$ cat config.mk
export PLATFORM = sky130hd
export DESIGN_NAME = fde_responder_8bit
export DESIGN_NICKNAME = d
export VERILOG_FILES = /design/src/rtl/fde_responder_8bit.sv
export SDC_FILE = /design/constraint.sdc
export NUM_CORES = 1
export LEC_CHECK = 0
export ABC_AREA = 1
export CAP_MARGIN = 25
export CELL_PAD_IN_SITES_DETAIL_PLACEMENT = 0
export CELL_PAD_IN_SITES_GLOBAL_PLACEMENT = 1
export CORE_MARGIN = 3
export CORE_UTILIZATION = 34
export CTS_CLUSTER_DIAMETER = 150
export DETAILED_ROUTE_END_ITERATION = 8
export GPL_TIMING_DRIVEN = 0
export MAX_ROUTING_LAYER = met4
export PLACE_DENSITY = 0.89
export SETUP_SLACK_MARGIN = 0.4
export SLEW_MARGIN = 0
export SYNTH_ARGS = -nofsm -noshare
export SYNTH_HDL_FRONTEND = slang
export SYNTH_SLANG_ARGS = --single-unit
$ cat constraint.sdc
create_clock -name clk -period 2.9 [get_ports clk]
set_input_delay 0.58 -clock clk [delete_from_list [all_inputs] [get_ports clk]]
set_output_delay 0.58 -clock clk [all_outputs]
set_load 0.02 [all_outputs]
$ cat src/rtl/fde_responder_8bit.sv
// Responder for the fetch/decode/execute phase strobes. Fetches one
// instruction byte per FETCH phase over a req/ack handshake, splits it into
// opcode/operand on DECODE, and advances or loads the PC on EXECUTE. The
// sequencer enable is held low while a fetch is outstanding so memory wait
// states stall the phase rotation.
module fde_responder_8bit #(
  parameter int                 ADDR_W   = 8,
  parameter logic [ADDR_W-1:0]  RESET_PC = '0,
  parameter int                 MAX_WAIT = 15
) (
  input  logic              clk,
  input  logic              reset,
  input  logic              fetch,
  input  logic              decode,
  input  logic              execute,
  output logic              fde_enable,
  output logic              mem_req,
  output logic [ADDR_W-1:0] mem_addr,
  input  logic              mem_ack,
  input  logic [7:0]        mem_rdata,
  input  logic              jump,
  input  logic [ADDR_W-1:0] jump_target,
  output logic [ADDR_W-1:0] pc,
  output logic [7:0]        ir,
  output logic [3:0]        opcode,
  output logic [3:0]        operand,
  output logic              instr_valid,
  output logic              fault
);

  typedef enum logic [1:0] {IDLE, REQ, FAULT_ST} state_t;

  state_t     state;
  state_t     state_next;
  logic       captured;
  logic [7:0] wait_cnt;
  logic       multi;
  logic       take_ack;
  logic       timeout;
  logic       active;

  // More than one strobe at once is a sequencer protocol error.
  assign multi    = (fetch & decode) | (fetch & execute) | (decode & execute);
  assign active   = (state != FAULT_ST) && !multi;
  assign take_ack = (state == REQ) && mem_ack && !multi;
  // Last allowed request cycle without ack: the next edge faults.
  assign timeout  = (state == REQ) && !mem_ack && (wait_cnt == 8'(MAX_WAIT - 1));
  assign mem_addr = pc;

  // State register.
  always_ff @(posedge clk) begin
    if (reset) state <= IDLE;
    else       state <= state_next;
  end

  // Next-state logic: protocol errors take priority over everything else.
  always_comb begin
    state_next = state;
    case (state)
      IDLE: begin
        if (multi)                     state_next = FAULT_ST;
        else if (fetch && !captured)   state_next = REQ;
      end
      REQ: begin
        if (multi)                     state_next = FAULT_ST;
        else if (mem_ack)              state_next = IDLE;
        else if (timeout)              state_next = FAULT_ST;
      end
      default:                         state_next = FAULT_ST;
    endcase
  end

  // Output logic: stall the sequencer until this FETCH phase has its byte.
  always_comb begin
    fde_enable = (state != FAULT_ST) && !(fetch && !captured);
  end

  // Handshake control: request line, wait counter, one-read-per-phase flag, sticky fault.
  always_ff @(posedge clk) begin
    if (reset) begin
      mem_req  <= 1'b0;
      wait_cnt <= '0;
      captured <= 1'b0;
      fault    <= 1'b0;
    end else begin
      mem_req  <= (state_next == REQ);
      wait_cnt <= (state == REQ && state_next == REQ) ? wait_cnt + 8'd1 : 8'd0;
      if (take_ack)                          captured <= 1'b1;
      else if (!fetch && state != FAULT_ST)  captured <= 1'b0;
      if (state_next == FAULT_ST)            fault <= 1'b1;
    end
  end

  // Instruction datapath: capture on ack, split on decode, update PC on execute.
  always_ff @(posedge clk) begin
    if (reset) begin
      pc          <= RESET_PC;
      ir          <= '0;
      opcode      <= '0;
      operand     <= '0;
      instr_valid <= 1'b0;
    end else begin
      if (take_ack) ir <= mem_rdata;
      if (active && decode) begin
        opcode      <= ir[7:4];
        operand     <= ir[3:0];
        instr_valid <= 1'b1;
      end
      if (active && execute) begin
        pc          <= jump ? jump_target : pc + {{(ADDR_W-1){1'b0}}, 1'b1};
        instr_valid <= 1'b0;
      end
    end
  end

endmodule
Word level (Yosys, flattened, before mapping)

Index checks and enable logic that the tools add are counted.

Add/subtract/negate cells: 2
Equality and inequality tests: 5
Muxes and demuxes: 9
Bitwise operators: 6
Reduce and logical (&&, ||, !) cells: 20

Operator list:

| operator                                                               | number |
|---|---|
| 8-bit by 1-bit adder with 8-bit output (second input constant)         | 2 |
| 1-bit logical AND                                                      | 11 |
| 2-bit 2-to-1 mux                                                       | 5 |
| 8-bit by 4-bit equality test with 1-bit output (second input constant) | 1 |
| 8-bit 2-to-1 mux                                                       | 1 |
| 1-bit logical NOT                                                      | 5 |
| 2-bit by 1-bit equality test with 1-bit output (second input constant) | 2 |
| 2-bit case mux with 2 select lines                                     | 1 |
| 2-bit OR reduction                                                     | 2 |
| 1-bit bitwise AND                                                      | 3 |
| 2-bit equality test (second input constant)                            | 1 |
| 2-bit logical NOT                                                      | 1 |
| 1-bit 2-to-1 mux                                                       | 2 |
| 2-bit != test (second input constant)                                  | 1 |
| 1-bit bitwise OR                                                       | 2 |
| 2-bit nonzero test                                                     | 1 |
| 1-bit inverter                                                         | 1 |

Flip-flop bits (word level): 38
Bits of input ports: 23
Output and inout port bits: 36

Longest topological paths before layout

Depth in word-level cells: 11
Mapped depth: 8

Worst setup path after synthesis

Ideal clock, no wire load.

Path kind: input port to output port
From: input fetch
To: output fde_enable
Arrival time: 894 ps
Path slack: 1426 ps
Stages on the path: 3
Cells stage by stage: inv_1 -> o21ai_0 -> inv_1

Word-level cells in the longest chain between the ends: 3

Ends and longest elaborated chain:

| item               | line | text |
|---|---|---|
| start: declaration | 13   | `input logic fetch,` |
| 1-bit logical AND  | 75   | `fde_enable = (state != FAULT_ST) && !(fetch && !captured);` |
| 1-bit logical NOT  | 75   |  |
| 1-bit logical AND  | 75   |  |
| end: declaration   | 16   | `output logic fde_enable,` |

No other way between the ends.

Final worst setup path

Same ends and word-level chain as after synthesis.

==> impl_metrics.tcl <==
set metrics [dict create \
    run_status "completed" \
    cp_common_cell "sky130_fd_sc_hd__inv_1" \
    coreArea_mm2 0.004880 \
    yosys_warnings 0 \
    critical_path_required_ns 2.32 \
    detailedPlacementHpwl_um 3114 \
    reg2regPathDepth 6 \
    vias_per_cell 4.421 \
    post-route-drc-count 0 \
    timing.critical_path.fanout_max 4 \
    r2r_end "mem_addr[5]" \
    placementRows 25 \
    clkTransAtPathRegs_ns 0.07 \
    cts_setup_buffers 0 \
    detail_route.iter0.violations 78 \
    num_vias 1605 \
    detail_route.wl_per_cell_um 11.51 \
    p_seq_share_pct 49.8 \
    max_cap_violations 0 \
    synth-seq-cells 38 \
    power_report.internal_total_uw 816.7 \
    grt_antenna_before_repair 0 \
    die_h_um 78.34 \
    reg2reg_slack_ns 1.62 \
    crit_path_end_kind "output port" \
    fillCellCount 499 \
    cts.htree.levels 2 \
    post_synth_inst_count 231 \
    cts_inserted_buffers 5 \
    critical_path.startpoint "fetch" \
    fmax_mhz 476.5 \
    setup_tns_ns 0 \
    slowest_delay_ns 0.45 \
    worst_path_max_delay_cell "sky130_fd_sc_hd__clkdlybuf4s50_1" \
    grt_overflow 0 \
    crit_path_start_kind "primary input" \
    syn_area_per_cell_um2 7.702 \
    synth_top_family_by_area "simple AND/OR/NAND/NOR gates" \
    share_of_the_core_filled_with_cells_pct 51.79 \
    worstPathCellList "clkdlybuf4s50_1 > inv_1 > o21ai_0 > inv_1 > dlymetal6s2s_1" \
    fin_nets 321 \
    gp_congestion 0.8072 \
    slew_headroom_pct 67.97 \
    detail_route.wirelength_um 4179 \
    critical_path_at_ns 1.52 \
    power_share_of_the_combinational_group_pct 16.2 \
    leakage_power_summed_over_all_cells_nw 1.040 \
    ant_nets 0 \
    area_growth_syn_to_layout_pct 42.05 \
    synth_xor_xnor_area_share_pct 4.923 \
    worst_pin_slew_ns 0.4804 \
    synth_seq_area_share_pct 42.76 \
    cts_tree "done" \
    grt_usage_pct 15.28 \
    post_cts_resize_count 0 \
    post_synth_and_or_nand_nor_area_fraction_pct 27.29 \
    finalWorstSetupSlack_ns 0.8012 \
    global_route_wire_length_before_repair_um 7286 \
    power.clock.fraction_pct 34.0 \
    dpl_worst_slack_ns 0.4743 \
    clock-sinks 38 \
    path_type_of_the_worst_setup_path "in -> out" \
    clk_latency_ns 0.29 \
    total_die_area_mm2 0.006137 \
    synth_cell_type_count 31 \
    fin_crit_ns 2.099 \
    ctsRootBufferMaster "sky130_fd_sc_hd__clkbuf_8" \
    final_hold_viol_count 0 \
    hold_path_class "reg -> reg" \
    syn_area_mm2 0.001779 \
    finClkSkew_ns 0.005916 \
    setup_viol 0 \
    layout-drive-gt1-share_pct 11.15 \
    switching_share_pct 26.12 \
    start_util_pct 36.46 \
    antenna_cells_inserted 0 \
    clk_path_buf_depth 2 \
    crit_path_end "fde_enable" \
    power_per_cell_area_mw_per_mm2 437.4 \
    synth_adder_area_share_pct 2.110 \
    ir_worst_vdd_uv 249.9 \
    crit-reg2reg-launch "state[0]" \
    port-buffer-count 57 \
    grt_start_max_net_pins 12 \
    hold_buffers 0 \
    detailedRoute.firstPassIterationCount 4 \
    grt_pass1_vias 1568 \
    die_w_um 78.34 \
    io-pin-count 59 \
    net-switching-power_uw 288.8 \
    synth.mux.area_fraction_pct 1.125 \
    fraction_of_the_mapped_netlist_area_in_compound_gates_pct 10.90 \
    net_count_synth 257 \
    rsz_0062_raised_after_global_routing "no" \
    timing.final.max_slew_violations 0 \
    min_period_over_period_pct 72.37 \
]
-- per-stage QoR --
step / hold slack [ns] / total power [mW] / area [um^2] / cells
detailed placement: 0.4467 / 0.7436 / 2434 / 355
floorplan: 0.4297 / 0.6578 / 1779 / 231
global route: 0.4847 / 1.165 / 2527 / 363
CTS: 0.4576 / 1.120 / 2525 / 363
global placement: 0.4335 / 0.7419 / 2434 / 355
finish: 0.4499 / 1.105 / 2527 / 363
-- cells in the mapped netlist (all sizes together) --
| cell | count | share of area [%] |
|---|---|---|
| mux2i | 2 | 1.1 |
| o21ai | 17 | 5.0 |
| a31oi | 1 | 0.35 |
| xnor2 | 1 | 0.49 |
| xor2 | 9 | 4.4 |
| buf | 11 | 4.9 |
| nand3b | 2 | 0.84 |
| inv | 26 | 5.5 |
| nand4 | 2 | 1.5 |
| nand3 | 13 | 4.4 |
| ha | 3 | 2.1 |
| nand2 | 44 | 11 |
| nor3b | 1 | 0.42 |
| clkbuf | 2 | 0.49 |
| nor2 | 38 | 9.0 |
| a21oi | 19 | 5.6 |
| dfxtp | 38 | 43 |
| nor3 | 2 | 0.56 |
-- worst min-delay path by stage --
stage | from | end | slack (ns) | cells past startpoint
5_1_grt | opcode[1] | opcode[1] | 0.48 | 2
4_1_cts | opcode[2] | opcode[2] | 0.46 | 2
2_1_floorplan | wait_cnt[0] | wait_cnt[0] | 0.43 | 1
3_3_place_gp | opcode[1] | opcode[1] | 0.43 | 2
6_report | opcode[2] | opcode[2] | 0.45 | 2
3_5_place_dp | opcode[2] | opcode[2] | 0.45 | 2
-- registers in the layout, indices dropped and copies added (netlist names) --
register	cells
wait_cnt	8
ir	8
mem_addr	8
state	2
fault	1
opcode	4
instr_valid	1
captured	1
mem_req	1
operand	4
-- logic make-up after synthesis --
logic type | count (synthesis)
buf+inv | 39
flops | 38
fa+ha+maj | 3
simple gates | 102
compound gates | 37
xor+xnor | 10
mux | 2
-- critical path: cells and delay by family --
kind | cells | cell delay [ns]
compound gates | 1 | 0.15
buf+inv | 4 | 0.79
-- final cells by class --
type                            count  area, um^2  area share [%]
Multi-Input combinational cell    154       824.5           32.62
Sequential cell                    38       760.7           30.10
Timing Repair Buffer               57       573.1           22.67
Inverter                           26       97.59           3.861
Buffer                             13       96.34           3.812
Clock buffer                        7       86.33           3.416
Tap cell                           67       83.83           3.317
Clock inverter                      1       5.005          0.1980
-- placed cells by master, fill, tap and decap left out --
cell | Yosys | final
sky130_fd_sc_hd__a21oi_1 | 18 | 18
sky130_fd_sc_hd__a21oi_2 | 1 | 1
sky130_fd_sc_hd__a31oi_1 | 1 | 1
sky130_fd_sc_hd__buf_2 | 1 | 1
sky130_fd_sc_hd__buf_4 | 8 | 8
sky130_fd_sc_hd__buf_6 | 2 | 2
sky130_fd_sc_hd__clkbuf_1 | 1 | 2
sky130_fd_sc_hd__clkbuf_2 | 1 | 1
sky130_fd_sc_hd__clkbuf_8 | 0 | 6
sky130_fd_sc_hd__clkdlybuf4s50_1 | 0 | 56
sky130_fd_sc_hd__clkinv_2 | 0 | 1
sky130_fd_sc_hd__dfxtp_1 | 38 | 38
sky130_fd_sc_hd__dlymetal6s2s_1 | 0 | 1
sky130_fd_sc_hd__ha_1 | 3 | 3
sky130_fd_sc_hd__inv_1 | 24 | 24
sky130_fd_sc_hd__inv_2 | 2 | 2
sky130_fd_sc_hd__mux2i_1 | 2 | 2
sky130_fd_sc_hd__nand2_1 | 39 | 39
sky130_fd_sc_hd__nand2_2 | 3 | 3
sky130_fd_sc_hd__nand2_4 | 2 | 2
sky130_fd_sc_hd__nand3_1 | 12 | 12
sky130_fd_sc_hd__nand3_4 | 1 | 1
sky130_fd_sc_hd__nand3b_1 | 2 | 2
sky130_fd_sc_hd__nand4_1 | 1 | 1
sky130_fd_sc_hd__nand4_4 | 1 | 1
sky130_fd_sc_hd__nor2_1 | 35 | 35
sky130_fd_sc_hd__nor2_2 | 1 | 1
sky130_fd_sc_hd__nor2_4 | 2 | 2
sky130_fd_sc_hd__nor3_1 | 2 | 2
sky130_fd_sc_hd__nor3b_1 | 1 | 1
sky130_fd_sc_hd__o21ai_0 | 13 | 13
sky130_fd_sc_hd__o21ai_1 | 3 | 3
sky130_fd_sc_hd__o21ai_2 | 1 | 1
sky130_fd_sc_hd__xnor2_1 | 1 | 1
sky130_fd_sc_hd__xor2_1 | 9 | 9
-- per-layer routing --
layer | routed length, um | track usage, % | part of all wire [%]
met2 | 1950 | 24.23 | 47
met5 | 0 | - | 0
met3 | 192 | 4.931 | 4.6
met1 | 1954 | 18.36 | 47
met4 | 82 | 5.245 | 2.0
-- power groups by stage --
stage	Combinational (mW)	Clock [mW]	Sequential, mW
after floorplan	0.0808	0	0.577
after global placement	0.180	0	0.562
after detailed placement	0.181	0	0.563
after CTS	0.182	0.388	0.551
after global routing	0.197	0.415	0.553
final	0.179	0.376	0.551
(Power assumes the default switching activity.)
